### src/rtl/mult_product_combiner.sv
// Combines eight 16-bit lane partial products into 8x16, 2x32 or 1x64-bit unsigned products.
// Latency 1 through a valid/ready output register; SEW=32 takes two accepted passes.
module mult_product_combiner #(
    parameter int LANES = 8,
    parameter int PPW   = 16
) (
    input  logic                   clk,
    input  logic                   reset,
    input  logic                   pp_valid,
    output logic                   pp_ready,
    input  logic [LANES*PPW-1:0]   pp_in,
    input  logic [1:0]             sew,
    input  logic                   count_0,
    output logic                   res_valid,
    input  logic                   res_ready,
    output logic [LANES*PPW-1:0]   res_data,
    output logic [1:0]             res_sew,
    output logic                   err
);

    localparam int W = LANES * PPW;

    typedef enum logic {IDLE, ACC} state_t;

    state_t         fsm_q, fsm_d;
    logic [63:0]    acc_q, acc_d;
    logic           res_valid_q, res_valid_d;
    logic [W-1:0]   res_data_q, res_data_d;
    logic [1:0]     res_sew_q, res_sew_d;
    logic           err_q, err_d;

    logic           accept;
    logic [63:0]    pass_sum;
    logic [31:0]    p16 [2];
    logic           load;
    logic [W-1:0]   load_data;
    logic [5:0]     sh;

    assign pp_ready = ~res_valid_q | res_ready;
    assign accept   = pp_valid & pp_ready;

    // Lane k = 4*i + j sits at byte weight i + j (+2 on the second SEW=32 pass).
    always_comb begin
        pass_sum = '0;
        sh       = '0;
        for (int k = 0; k < LANES; k++) begin
            sh       = 6'(8 * ((k / 4) + (k % 4))) + (count_0 ? 6'd16 : 6'd0);
            pass_sum = pass_sum + (64'(pp_in[PPW*k +: PPW]) << sh);
        end
    end

    always_comb begin
        for (int e = 0; e < 2; e++) begin
            p16[e] = 32'(pp_in[PPW*(4*e)   +: PPW])
                   + (32'(pp_in[PPW*(4*e+1) +: PPW]) << 8)
                   + (32'(pp_in[PPW*(4*e+2) +: PPW]) << 8)
                   + (32'(pp_in[PPW*(4*e+3) +: PPW]) << 16);
        end
    end

    always_comb begin
        fsm_d       = fsm_q;
        acc_d       = acc_q;
        res_valid_d = res_valid_q & ~res_ready;
        res_data_d  = res_data_q;
        res_sew_d   = res_sew_q;
        err_d       = 1'b0;
        load        = 1'b0;
        load_data   = '0;

        if (accept) begin
            case (sew)
                2'b00, 2'b01: begin
                    load      = 1'b1;
                    load_data = (sew == 2'b00) ? pp_in : {64'd0, p16[1], p16[0]};
                    // A non-SEW=32 set arriving mid-pair abandons the half-built product.
                    if (fsm_q == ACC) begin
                        err_d = 1'b1;
                        acc_d = '0;
                        fsm_d = IDLE;
                    end
                end
                2'b10: begin
                    if (!count_0) begin
                        err_d = (fsm_q == ACC);
                        acc_d = pass_sum;
                        fsm_d = ACC;
                    end else if (fsm_q == ACC) begin
                        load      = 1'b1;
                        load_data = {64'd0, acc_q + pass_sum};
                        acc_d     = '0;
                        fsm_d     = IDLE;
                    end else begin
                        err_d = 1'b1;
                    end
                end
                default: begin
                    err_d = 1'b1;
                    acc_d = '0;
                    fsm_d = IDLE;
                end
            endcase
        end

        if (load) begin
            res_valid_d = 1'b1;
            res_data_d  = load_data;
            res_sew_d   = sew;
        end
    end

    always_ff @(posedge clk or posedge reset) begin
        if (reset) begin
            fsm_q       <= IDLE;
            acc_q       <= '0;
            res_valid_q <= 1'b0;
            res_data_q  <= '0;
            res_sew_q   <= '0;
            err_q       <= 1'b0;
        end else begin
            fsm_q       <= fsm_d;
            acc_q       <= acc_d;
            res_valid_q <= res_valid_d;
            res_data_q  <= res_data_d;
            res_sew_q   <= res_sew_d;
            err_q       <= err_d;
        end
    end

    assign res_valid = res_valid_q;
    assign res_data  = res_data_q;
    assign res_sew   = res_sew_q;
    assign err       = err_q;

endmodule
### config.mk
export PLATFORM = sky130hd
export DESIGN_NAME = mult_product_combiner
export DESIGN_NICKNAME = d
export VERILOG_FILES = /design/src/rtl/mult_product_combiner.sv
export SDC_FILE = /design/constraint.sdc
export NUM_CORES = 1
export LEC_CHECK = 0
export ABC_AREA = 1
export CAP_MARGIN = 20
export CELL_PAD_IN_SITES_DETAIL_PLACEMENT = 0
export CELL_PAD_IN_SITES_GLOBAL_PLACEMENT = 1
export CORE_AREA = 3 3 241 290
export DETAILED_ROUTE_END_ITERATION = 8
export DIE_AREA = 0 0 244 293
export PLACE_DENSITY = 0.92
export SETUP_SLACK_MARGIN = 0.05
export SLEW_MARGIN = 30
export SYNTH_ARGS = -nofsm -noshare
export SYNTH_HDL_FRONTEND = slang
export SYNTH_SLANG_ARGS = --single-unit
export TNS_END_PERCENT = 1
### constraint.sdc
create_clock -name clk -period 9.3 [get_ports clk]
set_input_delay 1.86 -clock clk [delete_from_list [all_inputs] [get_ports clk]]
set_output_delay 1.86 -clock clk [all_outputs]
set_load 0.005 [all_outputs]
==> Word-level counts from Yosys, hierarchy flattened <==
Cells that the tools add are included.
{ "word_totals": {"regBits": 197, "latch_bits": 0, "mem_bits_rw": 0, "rom_bits": 0, "in_bits": 135, "memories": 0} }
{ "op_classes": {"addsub": 18, "mul": 0, "div": 0, "magnitude_cmp": 0, "n_eq_ne": 2, "n_shift": 8, "mux": 20, "bitwise_logic": 5, "n_reduce_logical": 2} }
{ "ops": {"columns": ["op", "n"], "rows": [
  ["adder 64 bit", 8],
  ["<< shifter 16 x 6 -> 64 bit", 8],
  ["two-way mux 128 bit", 2],
  ["two-way mux 64 bit", 4],
  ["case mux 128 bit (2 select lines)", 1],
  ["case mux 64 bit (2 select lines)", 1],
  ["adder 26 x 32 -> 32 bit", 2],
  ["adder 25 x 24 -> 26 bit", 2],
  ["adder 16 x 24 -> 25 bit", 2],
  ["adder 5 x 6 -> 6 bit (first input constant)", 2],
  ["two-way mux 1 bit", 9],
  ["adder 4 x 6 -> 6 bit (first input constant)", 1],
  ["adder 6 x 5 -> 6 bit (first input constant)", 1],
  ["two-way mux 5 bit", 1],
  ["case mux 1 bit (2 select lines)", 2],
  ["bitwise AND 1 bit", 2],
  ["== test 2 x 1 -> 1 bit (second input constant)", 1],
  ["== test 2 bit (second input constant)", 1],
  ["logical NOT 2 bit", 1],
  ["NOT 1 bit", 2],
  ["OR reduction 2 bit", 1],
  ["OR 1 bit", 1]
]} }

==> Longest topological paths before layout <==
{ "logic_depth": {"ltp_word": 15, "depth_mapped": 41} }

==> Least setup slack after synthesis <==
Ideal clock, no wire load.
{ "synth_path": {"path_kind": "input port to flip-flop", "start": "input port count_0", "end": "register res_data_q[54], in the netlist res_data[54]", "setup_ns": 0.122, "t_arrival_ns": 7.737, "required_time_ns": 9.178, "path_slack_ns": 1.441, "path_stages": 34, "path_cell_list": "buf_2 clkbuf_1 clkbuf_1 clkbuf_1 nor2_1 fa_1 fa_1 fa_1 inv_1 fa_1 inv_1 ha_1 nand2_1 inv_1 a21oi_1 nand2_1 nor2_2 o21ai_1 nand4_1 nand4_1 and2_1 ha_1 nand2_1 nor2_1 inv_1 nor2_1 inv_1 nor2_1 nand3_1 or2_1 nand3_1 nand2_1 nand3_1 a21oi_1"} }
{ "synth_between": {"elab_chain_len": 15, "word_cells_on_any_way": 28, "cone_classes": "add/sub: 12; shift: 8; mux: 8"} }
{ "synth_lines": {"columns": ["item", "line", "text"], "rows": [
  ["start, declared", "13", "input logic count_0,"],
  ["two-way mux 5 bit", "47", "sh = 6'(8 * ((k / 4) + (k % 4))) + (count_0 ? 6'd16 : 6'd0);"],
  ["adder 4 x 6 -> 6 bit", "47", null],
  ["<< shifter 16 x 6 -> 64 bit", "48", "pass_sum = pass_sum + (64'(pp_in[PPW*k +: PPW]) << sh);"],
  ["adder 64 bit (7 in a row)", "48", null],
  ["adder 64 bit", "90", "load_data = {64'd0, acc_q + pass_sum};"],
  ["two-way mux 64 bit", "88", "end else if (fsm_q == ACC) begin"],
  ["two-way mux 64 bit", "84", "if (!count_0) begin"],
  ["case mux 128 bit (2 select lines)", "72", "case (sew)"],
  ["two-way mux 128 bit", "71", "if (accept) begin"],
  ["end signal, assigned", "124", "res_data_q <= res_data_d;"],
  ["end, declared", "28", "logic [W-1:0] res_data_q, res_data_d;"]
]} }
Several ways; a longest one is shown, not always the timed one.
A chain may end at the register's enable or synchronous reset.

==> Worst setup path after layout <==
{ "layout_path": {"start": "input port pp_in[22]", "end": "register res_data_q[54], in the netlist res_data[54]"} }
{ "layout_between": {"elab_chain_len": 13} }
{ "layout_lines": {"columns": ["item", "line", "text"], "rows": [
  ["start, declared", "11", "input logic [LANES*PPW-1:0] pp_in,"],
  ["<< shifter 16 x 6 -> 64 bit", "48", null],
  ["adder 64 bit (7 in a row)", "48", null],
  ["adder 64 bit", "90", null],
  ["two-way mux 64 bit", "88", null],
  ["two-way mux 64 bit", "84", null],
  ["case mux 128 bit (2 select lines)", "72", null],
  ["two-way mux 128 bit", "71", null]
]} }
Every way passes these cells.

==> flow_summary.yaml <==
clock_tree:
  cts-root-buf: "clkbuf_16"
  clkSinkCount: 197
  insertion_delay_ns: 0.52
  postCtsSetupBuffers: 0
  cts_max_level: 4
  cts_made_buffers: 17
  cts_buffer_depth: 2
  cts.hold.buffers_added: 0
  clk_pin_slew_worst_paths_ns: 0.09
  cts_resized: 0
  cts_tree: "built"
global_routing:
  grt_pass1_vias: 30300
  grt_max_degree: 116
  antenna_found_initial: 4
  grt_overflow: 0
  grt_use_total: 0.358
  grt_pass1_wl_um: 189000
timing:
  tightestPinTransition_ns: 1.11
  final-hold-violation-count: 0
  rsz0062_at_grt: "false"
  period_share: 0.948
  fin_ws_ns: 0.482
  setup_tns_ns: 0
  setup-violations-final: 0
  slew_viol_final: 0
  max_freq_mhz: 113
  fin_skew_ns: 0.0137
  slew_headroom: 0.258
  post-route-min-period_ns: 8.82
cells_and_area:
  multi_input_area_um2: 21300
  register_area_um2: 4930
  final_core_util: 0.511
  antenna_cells: 0
  synthToLayoutAreaGrowth_pct: 16.5
  num-fill-cells: 6845
  final_layout_size_suffix_gt1_frac: 0.0431
  final_nets: 5291
worst_setup_path:
  reg2reg_depth: 19
  crit_family: "adder cells"
  critPathLaunch: "pp_in[22]"
  reg2reg_slack_ns: 6.06
  r2r_start: "acc_q[0]"
  r2r_end: "res_data[26]"
  end_kind: "flip-flop"
  critPathMaxFanout: 6
  cpPeakStageDelay_ns: 0.73
  path_buf_inv: 7
  cp.required_ns: 9.69
  start_kind: "input port"
  critical_path_class: "input port to flip-flop"
  crit_top_cell: "inv_1"
  crit_slowest_cell: "clkdlybuf4s50_1"
  crit_end: "res_data[54]"
  cp_num_cells: 33
  worstPathArrival_ns: 9.20
detailed_routing:
  ant_nets: 0
  drtPass1Iterations: 6
  wire_per_inst_um: 23.3
  drt_iter0_markers: 3065
  wl_um: 129000
  vias_per_cell: 5.59
  vias: 31000
  drc: 0
synth:
  synth_cells: 4309
  synth_top_cell_area_share: 0.167
  ys_types: 56
  yosysWarnings: 0
  async_flop_share: 1.00
  synth_ff_type: "dfrtp_1"
  ys_top_cells_by_area: "dfrtp_1 (17%), fa_1 (15%), ha_1 (13%)"
  synth_area_um2: 29400
  yosysSeqAreaShare: 0.167
  avgSynthCellArea_um2: 6.83
  synth_area_leader_cell: "dfrtp_1"
  synth_edf_count: 0
  synth_seq_cells: 197
pwr:
  power_w: 0.0130
  irDropWorstVdd_mv: 0.293
  cellLeakagePower_nw: 17.7
  p_per_area_nw_per_um2: 380
floorplan:
  ios: 268
  start_util: 0.438
  die_h_um: 293
  dieArea_um2: 71500
  rows: 104
  die_w_um: 244
  core_area_um2: 67100
placed_design:
  port_buffers: 267
  place.gp.congestion: 1.08
  place_ws_ns: 0.130
  dp.final_hpwl_um: 108000
run:
  maxCapViolCount: 0
run_status:
  status: "completed"
worst_hold_path:
  hp-start: "res_data[112]"
  hp-class: "flip-flop to flip-flop"
layout make-up:
cell class | instances | share of cell area
clock buffer | 17 | 0.0124
clock inverter | 15 | 0.00474
inverter | 838 | 0.0920
multi-input combinational | 3236 | 0.620
sequential | 197 | 0.144
tap | 901 | 0.0329
timing repair buffer | 339 | 0.0943
cells by family after synthesis:
family                     synth area share
buffers and inverters                 0.125
AOI/OAI and AO/OA                     0.160
DFF                                   0.167
other                              0.000255
xor gates and xnor gates             0.0224
adders and majority gates             0.282
and+or+nand+nor                       0.243
metrics by stage:
stage               hold WS [ns]  instances  cell area [um^2]
detailed placement         0.458       5511             33700
floorplan                  0.465       4406             29800
CTS                        0.476       5543             34300
global route               0.502       5543             34300
finish                     0.472       5543             34300
global placement           0.456       5509             33700
worst min-delay path by stage:
stage | endpoint | slack, ns | cells past startpoint
after global routing | res_data[114] | 0.50 | 2
after detailed placement | res_data[115] | 0.46 | 2
after global placement | res_data[119] | 0.46 | 2
after floorplan | res_data[104] | 0.47 | 2
final | res_data[112] | 0.47 | 2
after CTS | res_data[115] | 0.48 | 2
placed cells by master, fill, tap and decap left out, types with 34 or more instances in the layout:
cell type and instances:
xor2_1 38, ha_1 301, o21ai_0 208, conb_1 99, clkdlybuf4s50_1 266, nand4_1 34, nand2_1 879, nor2_1 472
a21oi_1 354, inv_1 824, nand3_1 197, a31oi_1 71, o31ai_1 48, dfrtp_1 197, buf_4 68, fa_1 226
synthesized netlist by cell type (13+ instances only):
cell type / instances
buf_2: 13
nand4_1: 34
o21bai_1: 25
a22oi_1: 15
clkbuf_1: 115
a21oi_1: 355
fa_1: 226
nand3b_1: 20
nor3_1: 29
a31oi_1: 71
inv_1: 827
o21ai_0: 208
a21o_1: 29
nand3_1: 197
o31ai_1: 48
xnor2_1: 26
nand2_1: 880
ha_1: 301
and2_1: 21
dfrtp_1: 197
nor2_2: 13
nor2_1: 474
xor2_1: 38
report_power, final:
group,internal [W],leakage [nW],switching (W)
Combinational,0.00356,15.0,0.00749
Sequential,0.00104,2.42,0.000150
Clock,0.000381,0.287,0.000428
state kept, by name (all words and copies together) (netlist names):
register and cells:
res_valid 1, res_data 128, acc_q 64, fsm_q 1
res_sew 2, err 1
worst reg2reg max path, stage by stage, from the launching register on:
cell and delay (ns):
dfrtp_1 0.38, ha_1 0.18, inv_1 0.06, fa_1 0.41, inv_1 0.07, nand3_1 0.06, nand2_1 0.17, a21boi_2 0.10
inv_1 0.08, nand2_1 0.05, nand2_1 0.12, nand2_1 0.08, nand2_1 0.27, nand2_1 0.12, nand2_1 0.23, nand2_1 0.08
nand3_1 0.27, o211ai_1 0.23, o21ai_0 0.12, inv_1 0.07
per-layer routing:
layer / track usage / part of all wire / vias to the layer above
met1: 0.454 / 0.39 / 14700
met3: 0.0692 / 0.096 / 374
met2: 0.565 / 0.44 / 1690
li1: - / - / 14300
met4: 0.220 / 0.073 / 2
met5: 0 / 0.00010 / -
No activity file was read; power rests on OpenSTA's default activity.
